[src/rtl/pipe_pkg.sv]
// Shared pipeline widths, per-stage payload layouts and their flush/bubble defaults.
package pipe_pkg;

   localparam int unsigned PC_W    = 32;
   localparam int unsigned INSTR_W = 32;

   typedef struct packed {
      logic [PC_W-1:0]    pc;
      logic [INSTR_W-1:0] instr;
   } if_id_t;

   typedef struct packed {
      logic [PC_W-1:0] pc;
      logic [31:0]     rs1_val;
      logic [31:0]     rs2_val;
      logic [31:0]     imm;
      logic [4:0]      rd;
      logic [7:0]      ctrl;
   } id_ex_t;

   typedef struct packed {
      logic [PC_W-1:0] pc;
      logic [31:0]     alu_res;
      logic [31:0]     store_val;
      logic [4:0]      rd;
      logic [7:0]      ctrl;
   } ex_mem_t;

   typedef struct packed {
      logic [PC_W-1:0] pc;
      logic [31:0]     wb_val;
      logic [4:0]      rd;
      logic [7:0]      ctrl;
   } mem_wb_t;

   localparam int unsigned IF_ID_W  = $bits(if_id_t);
   localparam int unsigned ID_EX_W  = $bits(id_ex_t);
   localparam int unsigned EX_MEM_W = $bits(ex_mem_t);
   localparam int unsigned MEM_WB_W = $bits(mem_wb_t);

   // IF/ID keeps pc and turns the instruction into the all-zero bubble.
   localparam logic [IF_ID_W-1:0] IF_ID_FLUSH_MASK = {{PC_W{1'b0}}, {INSTR_W{1'b1}}};
   localparam logic [IF_ID_W-1:0] IF_ID_BUBBLE     = '0;

   // Later stages only need their control bits killed to become harmless.
   localparam logic [ID_EX_W-1:0]  ID_EX_FLUSH_MASK  = ID_EX_W'(8'hFF);
   localparam logic [ID_EX_W-1:0]  ID_EX_BUBBLE      = '0;
   localparam logic [EX_MEM_W-1:0] EX_MEM_FLUSH_MASK = EX_MEM_W'(8'hFF);
   localparam logic [EX_MEM_W-1:0] EX_MEM_BUBBLE     = '0;
   localparam logic [MEM_WB_W-1:0] MEM_WB_FLUSH_MASK = MEM_WB_W'(8'hFF);
   localparam logic [MEM_WB_W-1:0] MEM_WB_BUBBLE     = '0;

endpackage

[src/rtl/pipe_stage_reg_if.sv]
// Handshake bundle of one pipeline stage register; slave is the stage, master drives it.
interface pipe_stage_reg_if #(
   parameter int unsigned DATA_W = 64
) ();

   logic              valid_i;
   logic [DATA_W-1:0] data_i;
   logic              ready_o;
   logic              flush_i;
   logic              valid_o;
   logic [DATA_W-1:0] data_o;
   logic              ready_i;

   modport slave (
      input  valid_i, data_i, flush_i, ready_i,
      output ready_o, valid_o, data_o
   );

   modport master (
      output valid_i, data_i, flush_i, ready_i,
      input  ready_o, valid_o, data_o
   );

endinterface

[src/rtl/sat_counter.sv]
// Up-counter that sticks at all-ones; synchronous active-low reset.
module sat_counter #(
   parameter int unsigned WIDTH = 16
) (
   input  logic             clk_i,
   input  logic             rst_i,
   input  logic             inc_i,
   output logic [WIDTH-1:0] cnt_o
);

   logic [WIDTH-1:0] cnt_q, cnt_d;

   always_comb begin
      cnt_d = cnt_q;
      if (inc_i && (cnt_q != {WIDTH{1'b1}})) begin
         cnt_d = cnt_q + WIDTH'(1);
      end
   end

   always_ff @(posedge clk_i) begin
      if (!rst_i) begin
         cnt_q <= '0;
      end else begin
         cnt_q <= cnt_d;
      end
   end

   assign cnt_o = cnt_q;

endmodule

[src/rtl/pipe_stage_reg.sv]
// Pipeline stage register with flush-to-bubble and stall counter.
// Define PIPE_REG_SKID_EN to add a second (skid) entry and register ready_o.
module pipe_stage_reg
   import pipe_pkg::*;
#(
   parameter int unsigned       DATA_W     = IF_ID_W,
   parameter logic [DATA_W-1:0] FLUSH_MASK = IF_ID_FLUSH_MASK,
   parameter logic [DATA_W-1:0] BUBBLE_VAL = IF_ID_BUBBLE,
   parameter int unsigned       CNT_W      = 16
) (
   input  logic             clk_i,
   input  logic             rst_i,
   pipe_stage_reg_if.slave  bus_io,
   output logic [CNT_W-1:0] stall_cnt_o
);

   logic              m_valid_q, m_valid_d;
   logic [DATA_W-1:0] m_data_q, m_data_d;
   logic              ready;
   logic              accept;
   logic              consume;
   logic [DATA_W-1:0] flush_data;

   assign accept     = bus_io.valid_i & ready;
   assign consume    = m_valid_q & bus_io.ready_i;
   assign flush_data = (bus_io.data_i & ~FLUSH_MASK) | (BUBBLE_VAL & FLUSH_MASK);

`ifdef PIPE_REG_SKID_EN
   logic              s_valid_q, s_valid_d;
   logic [DATA_W-1:0] s_data_q, s_data_d;

   // S is only ever occupied behind a full M, so its emptiness alone says we can take more.
   assign ready = ~s_valid_q;

   always_comb begin
      m_valid_d = m_valid_q;
      m_data_d  = m_data_q;
      s_valid_d = s_valid_q;
      s_data_d  = s_data_q;
      if (bus_io.flush_i) begin
         m_valid_d = 1'b0;
         m_data_d  = flush_data;
         s_valid_d = 1'b0;
      end else if (!m_valid_q || consume) begin
         if (s_valid_q) begin
            m_valid_d = 1'b1;
            m_data_d  = s_data_q;
            s_valid_d = accept;
            if (accept) begin
               s_data_d = bus_io.data_i;
            end
         end else begin
            m_valid_d = accept;
            if (accept) begin
               m_data_d = bus_io.data_i;
            end
         end
      end else if (accept) begin
         s_valid_d = 1'b1;
         s_data_d  = bus_io.data_i;
      end
   end

   always_ff @(posedge clk_i) begin
      if (!rst_i) begin
         s_valid_q <= 1'b0;
         s_data_q  <= BUBBLE_VAL;
      end else begin
         s_valid_q <= s_valid_d;
         s_data_q  <= s_data_d;
      end
   end
`else
   assign ready = ~m_valid_q | bus_io.ready_i;

   always_comb begin
      m_valid_d = m_valid_q;
      m_data_d  = m_data_q;
      if (bus_io.flush_i) begin
         m_valid_d = 1'b0;
         m_data_d  = flush_data;
      end else if (!m_valid_q || consume) begin
         m_valid_d = accept;
         if (accept) begin
            m_data_d = bus_io.data_i;
         end
      end
   end
`endif

   always_ff @(posedge clk_i) begin
      if (!rst_i) begin
         m_valid_q <= 1'b0;
         m_data_q  <= BUBBLE_VAL;
      end else begin
         m_valid_q <= m_valid_d;
         m_data_q  <= m_data_d;
      end
   end

   assign bus_io.ready_o = ready;
   assign bus_io.valid_o = m_valid_q;
   assign bus_io.data_o  = m_data_q;

   sat_counter #(
      .WIDTH (CNT_W)
   ) u_stall_cnt (
      .clk_i (clk_i),
      .rst_i (rst_i),
      .inc_i (m_valid_q & ~bus_io.ready_i),
      .cnt_o (stall_cnt_o)
   );

endmodule
[src/flat_wrapper.sv]
// flat-port wrapper written by rule: the top's interface ports become plain ports
module pipe_stage_reg_flat import pipe_pkg::*;
#(
   parameter int unsigned       DATA_W     = IF_ID_W,
   parameter logic [DATA_W-1:0] FLUSH_MASK = IF_ID_FLUSH_MASK,
   parameter logic [DATA_W-1:0] BUBBLE_VAL = IF_ID_BUBBLE,
   parameter int unsigned       CNT_W      = 16
)
  (clk_i, rst_i, stall_cnt_o, bus_io_valid_i, bus_io_data_i, bus_io_flush_i, bus_io_ready_i, bus_io_ready_o, bus_io_valid_o, bus_io_data_o);
  pipe_stage_reg_if #(.DATA_W(DATA_W)) bus_io_i ();
  input  logic clk_i;
  input  logic rst_i;
  output logic [CNT_W-1:0] stall_cnt_o;
  input wire logic [$bits(bus_io_i.valid_i)-1:0] bus_io_valid_i;
  input wire logic [$bits(bus_io_i.data_i)-1:0] bus_io_data_i;
  input wire logic [$bits(bus_io_i.flush_i)-1:0] bus_io_flush_i;
  input wire logic [$bits(bus_io_i.ready_i)-1:0] bus_io_ready_i;
  output wire logic [$bits(bus_io_i.ready_o)-1:0] bus_io_ready_o;
  output wire logic [$bits(bus_io_i.valid_o)-1:0] bus_io_valid_o;
  output wire logic [$bits(bus_io_i.data_o)-1:0] bus_io_data_o;
  assign bus_io_i.valid_i = bus_io_valid_i;
  assign bus_io_i.data_i = bus_io_data_i;
  assign bus_io_i.flush_i = bus_io_flush_i;
  assign bus_io_i.ready_i = bus_io_ready_i;
  assign bus_io_ready_o = bus_io_i.ready_o;
  assign bus_io_valid_o = bus_io_i.valid_o;
  assign bus_io_data_o = bus_io_i.data_o;
  pipe_stage_reg #(.DATA_W(DATA_W), .FLUSH_MASK(FLUSH_MASK), .BUBBLE_VAL(BUBBLE_VAL), .CNT_W(CNT_W)) u_core (.clk_i(clk_i), .rst_i(rst_i), .bus_io(bus_io_i), .stall_cnt_o(stall_cnt_o));
endmodule
[config.mk]
export PLATFORM = sky130hd
export DESIGN_NAME = pipe_stage_reg_flat
export DESIGN_NICKNAME = d
export VERILOG_FILES = /design/src/rtl/pipe_pkg.sv /design/src/rtl/pipe_stage_reg_if.sv /design/src/rtl/sat_counter.sv /design/src/rtl/pipe_stage_reg.sv /design/src/flat_wrapper.sv
export SDC_FILE = /design/constraint.sdc
export NUM_CORES = 1
export LEC_CHECK = 0
export BUFFER_PORTS_ARGS = -buffer_cell sky130_fd_sc_hd__buf_4
export CAP_MARGIN = 20
export CORE_ASPECT_RATIO = 1.25
export CORE_MARGIN = 5
export CORE_UTILIZATION = 49
export DETAILED_ROUTE_END_ITERATION = 12
export HOLD_SLACK_MARGIN = 0.12
export PLACE_DENSITY = 0.92
export SLEW_MARGIN = 20
export SYNTH_ARGS = -nofsm -noshare
export SYNTH_HDL_FRONTEND = slang
export SYNTH_SLANG_ARGS = --single-unit
[constraint.sdc]
create_clock -name clk_i -period 2.4 [get_ports clk_i]
set_input_delay 0.12 -clock clk_i [delete_from_list [all_inputs] [get_ports clk_i]]
set_output_delay 0.12 -clock clk_i [all_outputs]
set_load 0.02 [all_outputs]
==> results by group, run 1 <==
Place
  • Detail Placement HPWL: slightly below 7 mm
  • Port buffer count: 150
  • Placer Congestion: 0.8402

Power
  • Internal power: 0.002238 W
  • Switch Pwr: 0.0008169 W
  • Peak VDD IR: approximately 470 µV
  • Combinational share of power: between 10% and 20%
  • PD cells: roughly 590 mW/mm²
  • Leakage: roughly 2.3 nW
  • Sw Ratio: between 20% and 30%
  • Clock power frac: between 30% and 40%
  • Reg power frac: 46.8%

Route
  • DR vias: 3,745
  • Routed wire per std cell: around 18 µm
  • Vias/cell: around 5.4
  • WL final: roughly 13 mm
  • 1st-pass router iterations: 5
  • DRC violations left: 0
  • Antenna Nets Post-Route: 0
  • First DRT Iteration DRCs: 216

Global routing
  • Largest net degree at the start of global routing: 36
  • Overflow after GRT: 0
  • First-pass GRT wire length: approximately 19 mm
  • Number of global-route vias before repair: ~3,800
  • Initial antenna violation count: 1
  • GRT Resource Usage Total: between 30% and 40%

Setup path
  • Critical Path Fanout Max: 13
  • R2R setup slack: 0.37 ns
  • Arr. time, crit path: ~2.3 ns
  • Crit path kind: reg2reg
  • CP startpoint kind: flip-flop
  • CP Capture Type: flip-flop
  • CP Data Required Time: between 2 and 3 ns

Clock tree
  • Post-CTS resize count: 0
  • H-tree levels: 3
  • CTS tree: done
  • Hold buffer count at CTS: 66
  • CTS clock-pin slew for the worst setup and hold paths: roughly 0.08 ns
  • Clock Latency Late Sink: 0.35 ns
  • Setup Fix Bufs, Post-CTS: 0
  • Clock sink count: between 80 and 90
  • Clock buffer depth: 2
  • CTS root buffer: clkbuf_8
  • CTS buffer count: 9

Floorplan
  • Core region area: about 0.0062 mm²
  • Initial Util: between 50 and 60%
  • Die W: between 80 and 90 µm
  • Die area: roughly 0.0081 mm²
  • I/O pin cnt: approximately 150
  • Row count: 32
  • Die height: 99.22 µm

Finish
  • Layout Utilization: a little over four fifths
  • Nets@finish: around 670
  • P&R area growth vs syn: 66.52%
  • Fraction of layout cells with a size suffix above 1: around 30%

Logic synthesis
  • Syn Std Cell Area: ~0.0031 mm²
  • Post-synth EDFFs: 0
  • Synth warn: 0
  • Top FF cell, synth: dfxtp_1
  • #FFs+latches synth: 81
  • Synth area leader: dfxtp_1
  • Sequential area share after synthesis: around half
  • Synth Net Count: 457
  • Most frequent cell after synthesis: nand2_1
  • Mapped Avg Cell Area: approximately 8 µm²
  • Ranking of synthesized cells by area: dfxtp_1 (52%), nand2_1 (17%), a21oi_1 (12%), clkbuf_1 (2.0%), mux2i_1 (1.6%)
  • Most frequent cells after synthesis: nand2_1 (143), dfxtp_1 (81), a21oi_1 (72)
  • Cell count after synthesis: between 300 and 400
  • Unique masters post-synth: 35
  • FFs w/ async S/R, synth: 0%
  • Top cell type's share of synthesized area: around half

Timing
  • RSZ-0062 raised after global routing: no
  • Worst slew pin tran: around 0.65 ns
  • Setup TNS Final: 0 ns
  • Fin. Hold Viols: 0
  • Fmax achieved: just under 500 MHz
  • Rel. slew slack: between 50 and 60%
  • Min Tclk post-route: a little over 2 ns
  • Final Setup Violations: 0
  • Clk_skew: 0.01166 ns
  • Crit share post-route: between 80% and 90%
  • Slew Viols, Final: 0

Run status
  • Status: finished, final reports clean

Flow run
  • Max-Cap Viols: 0

Worst hold path
  • Path type of the worst min-delay path: in2reg
[path summary, 6_finish.rpt]
kind | start | end | depth (start not counted)
worst min-delay path | bus_io_ready_i | u_core.u_stall_cnt.cnt_o[11] | 5
worst min register to register | u_core.bus_io.data_o[55] | u_core.bus_io.data_o[55] | 2
worst max register to register | u_core.u_stall_cnt.cnt_o[0] | u_core.u_stall_cnt.cnt_o[3] | 5
worst max-delay path | u_core.u_stall_cnt.cnt_o[0] | u_core.u_stall_cnt.cnt_o[3] | 5
[per-layer routing]
metal / share of wire, % / wire, µm / GRT usage, % / vias up
li1: - / - / - / 1709
met1: 34 / 4312 / 32.44 / 1721
met2: 50 / 6230 / 53.32 / 259
met3: 11 / 1330 / 8.877 / 56
met4: 5.1 / 633 / 17.30 / 0
met5: 0 / 0 / 0 / -
[cell type report]
class                      count  area, µm²
sequential                    81       1622
multi-input combinational    276       1383
antenna                        1      2.502
timing repair buffer         222       1832
fill                         311       1010
inverter                       7      26.28
clock buffer                   9      123.9
tap                           85      106.4
clock inverter                 7      101.3
[logic make-up (layout without fill, tap and decap cells)]
kind of cell | count (synthesis) | after routing | synth area share, %
adder cells (fa/ha/maj) | 1 | 1 | 0.4009
other | 0 | 1 | 0
flip-flops | 81 | 81 | 51.96
AO/OA/AOI/OAI | 88 | 88 | 15.08
multiplexers | 5 | 5 | 1.604
AND/OR/NAND/NOR | 182 | 182 | 26.94
buffers and inverters | 30 | 245 | 4.010
[sequential cells by signal (all words and copies together), names as in the netlist]
register / flops
u_core.bus_io.data_o: 64
u_core.bus_io.valid_o: 1
u_core.u_stall_cnt.cnt_o: 16
[per-stage QoR]
stage                     cells  hold slack [ns]  worst slack, ns  instance area [µm²]  total power, W
after floorplan             387           0.2560           0.6799                 3120        0.001635
after global placement      605           0.3666           0.6409                 4305        0.001827
after detailed placement    605           0.3751           0.5259                 4305        0.001840
after CTS                   687           0.2664           0.5109                 5191        0.003020
after global routing        688           0.3212           0.2200                 5196        0.003163
final                       688           0.2847           0.3657                 5196        0.003055
[layout by cell type, fill, tap and decap left out, drive strengths merged]
master	netlist	final
o21bai	1	1
a211oi	2	2
nand4	4	4
clkbuf	18	9
nand3	3	3
o21ai	4	4
dfxtp	81	81
nand2	143	143
nor3	6	6
nor2	4	4
o31ai	6	6
bufinv	0	2
inv	7	9
a21oi	73	73
o211ai	1	1
nand2b	5	5
mux2i	5	5
diode	0	1
nor2b	1	1
ha	1	1
clkinv	0	1
buf	5	156
clkinvlp	0	2
a31oi	1	1
and2	1	1
dlygate4sd3	0	66
or4	5	5
nor4	4	4
and3	4	4
or3	2	2
[power by group through the flow]
| stage | combinational, W | sequential (W) | clock [W] |
|---|---|---|---|
| 3_3_place_gp | 0.000375 | 0.00145 | 0 |
| 3_5_place_dp | 0.000385 | 0.00145 | 0 |
| 4_1_cts | 0.000475 | 0.00142 | 0.00112 |
| 5_1_grt | 0.000526 | 0.00143 | 0.00120 |
| 6_report | 0.000496 | 0.00143 | 0.00113 |
| 2_1_floorplan | 0.000118 | 0.00152 | 0 |
[worst max-delay path, cell delays in order, from the launching register on]
cell	delay, ns
dfxtp_1	0.40
ha_1	0.27
nand4_4	0.21
nor4_4	0.66
nor3_1	0.18
mux2i_1	0.24
Power figures use the tool's default switching activity.
==> run 2: changes to the inputs <==
- CORE_UTILIZATION: 49 -> 46
- PLACE_DENSITY: 0.92 -> 0.88
- clock period: 2.4 -> 1.9 ns (I/O delays scaled with it)
==> run 2 against run 1 <==
Non-clock buffer count grew 3. Largest cell class unchanged. First-iteration DRC count shrank 13%. Sequential share of layout area shrank 0.082 points. Critical path depth grew 1.
==> results by group, run 2 (synthesized netlist as in run 1, its figures left out) <==
Run status
  • Status: finished, final reports clean

Clock tree
  • CTS buffer count: 9
  • Clock buffer depth: 2
  • Clock Latency Late Sink: roughly 0.33 ns
  • H-tree levels: 3
  • CTS clock-pin slew for the worst setup and hold paths: around 0.080 ns
  • Post-CTS resize count: 0
  • CTS tree: done
  • CTS root buffer: clkbuf_8
  • Clock sink count: between 80 and 90

Global routing
  • Number of global-route vias before repair: about 3,600
  • First-pass GRT wire length: ~17 mm
  • Largest net degree at the start of global routing: between 40 and 50
  • Overflow after GRT: 0
  • Initial antenna violation count: 0
  • GRT Resource Usage Total: 24.26%

Setup path
  • Worst R2R Path Depth: 6
  • Worst r2r src: u_core.u_stall_cnt.cnt_o[0]
  • Crit-path max cell delay: between 0.4 and 0.5 ns
  • CP Data Required Time: 2.12 ns
  • CP startpoint kind: flip-flop
  • R2R setup slack: 0.15 ns
  • CP Capture Type: flip-flop
  • Max stage delay cell, worst path: nor4_4
  • Crit-path cells: ha_1, nand4_4, nor4_4, buf_4, nor4_1, mux2i_1
  • Crit path kind: reg2reg
  • Critical Path Fanout Max: 7
  • Reg2Reg Capture Point: u_core.u_stall_cnt.cnt_o[7]
  • Arr. time, crit path: between 1.5 and 2 ns

Timing
  • Fmax achieved: 571.4 MHz
  • Final Setup Violations: 0
  • Fin. Hold Viols: 0
  • Min Tclk post-route: 1.750 ns
  • Rel. slew slack: 69.16%
  • Worst slew pin tran: ~0.46 ns
  • Clk_skew: a little over 0.007 ns
  • Crit share post-route: ~92%
  • RSZ-0062 raised after global routing: no
  • Min setup slack post-route: ~0.15 ns
  • Setup TNS Final: 0 ns
  • Slew Viols, Final: 0

Finish
  • Nets@finish: 670
  • Fraction of layout cells with a size suffix above 1: 30.74%
  • P&R area growth vs syn: 66.96%
  • Most frequent cells in the layout: buf_4 (159), nand2_1 (143), dfxtp_1 (81)
  • Max FFs per register: 64
  • Fillers: 393
  • ANT cells: 0
  • Commonest non-fill, non-tap cell in the layout: buf_4

Worst hold path
  • Hold path startpoint: bus_io_ready_i
  • Hold path depth: 5
  • Path type of the worst min-delay path: in2reg
  • Hold EP: u_core.u_stall_cnt.cnt_o[11]

Floorplan
  • Row count: 33
  • Initial Util: 47.23%
  • Die area: approximately 0.0085 mm²
  • Die height: just over 100 µm
  • Die W: about 84 µm
  • Core region area: 0.006606 mm²
  • I/O pin cnt: roughly 150

Power
  • Internal power: 0.002821 W
  • Leakage: ~2.3 nW
  • Peak VDD IR: ~560 µV
  • Switch Pwr: 0.0009575 W
  • Sw Ratio: approximately a quarter
  • Combinational share of power: around 16%
  • Clock power frac: between 30% and 40%
  • Reg power frac: 47.7%
  • PD cells: slightly above 700 mW/mm²

Route
  • DR vias: approximately 3,500
  • Antenna Nets Post-Route: 0
  • 1st-pass router iterations: 5
  • Routed wire per std cell: 15.25 µm
  • DRC violations left: 0
  • Vias/cell: about 5.1
  • First DRT Iteration DRCs: ~190
  • WL final: between 10 and 15 mm

Flow run
  • Max-Cap Viols: 0

Place
  • Placer Congestion: between 0.8 and 0.9
  • Pre-CTS setup slack: 0.1610 ns
  • Detail Placement HPWL: 6.298 mm
  • Port buffer count: 150
[run 2: final cells by class]
cell class / instances / area [µm²] / area share (%)
Clock buffer: 10 / 127.6 / 2.450
Inverter: 7 / 26.28 / 0.5043
Multi-Input combinational cell: 276 / 1380 / 26.49
Timing Repair Buffer: 225 / 1854 / 35.59
Sequential cell: 81 / 1622 / 31.12
Clock inverter: 6 / 91.34 / 1.753
Tap cell: 87 / 108.9 / 2.089
[run 2: how the worst max path moves through the flow]
| stage | depth (start not counted) | end | startpoint |
|---|---|---|---|
| 4_1_cts | 6 | u_core.u_stall_cnt.cnt_o[7] | u_core.u_stall_cnt.cnt_o[0] |
| 3_5_place_dp | 6 | u_core.u_stall_cnt.cnt_o[7] | u_core.u_stall_cnt.cnt_o[0] |
| 6_report | 6 | u_core.u_stall_cnt.cnt_o[7] | u_core.u_stall_cnt.cnt_o[0] |
| 2_1_floorplan | 6 | u_core.u_stall_cnt.cnt_o[7] | u_core.u_stall_cnt.cnt_o[0] |
| 3_3_place_gp | 6 | u_core.u_stall_cnt.cnt_o[7] | u_core.u_stall_cnt.cnt_o[0] |
| 5_1_grt | 6 | u_core.u_stall_cnt.cnt_o[0] | u_core.u_stall_cnt.cnt_o[0] |
[run 2: layer usage]
layer	global-route usage [%]	share of wire, %	up-vias
met5	0	0	-
met4	12.62	3.9	0
met3	8.548	8.6	41
met2	42.50	49	166
met1	25.94	38	1615
li1	-	-	1719
[run 2: power groups by stage]
stage	Combinational, W	Sequential [W]	Clock [W]
2_1_floorplan	0.000149	0.00192	0
3_3_place_gp	0.000477	0.00183	0
3_5_place_dp	0.000485	0.00184	0
4_1_cts	0.000597	0.00180	0.00139
5_1_grt	0.000655	0.00181	0.00147
6_report	0.000611	0.00180	0.00137
[run 2: stage by stage]
step	hold WS (ns)	util, %	cells	instance area, µm²	total power, W
3_3_place_gp	0.3420	65.55	610	4330	0.002311
6_report	0.2684	78.86	692	5210	0.003778
2_1_floorplan	0.2310	-	387	3120	0.002065
5_1_grt	0.2744	78.86	692	5210	0.003933
3_5_place_dp	0.3508	65.55	610	4330	0.002322
4_1_cts	0.2510	78.86	692	5210	0.003781
[run 2: repair_timing]
action	in CTS	in global routing
hold buffers	66	0
hold endpoints to repair	72	0
buffers inserted	0	0
[run 2: worst max-delay path, delay by kind of cell (launching register included)]
kind | cells | cell delay (ns)
DFF | 1 | 0.39
buffers and inverters | 1 | 0.22
adders and majority gates | 1 | 0.27
muxes | 1 | 0.14
and+or+nand+nor | 3 | 0.62
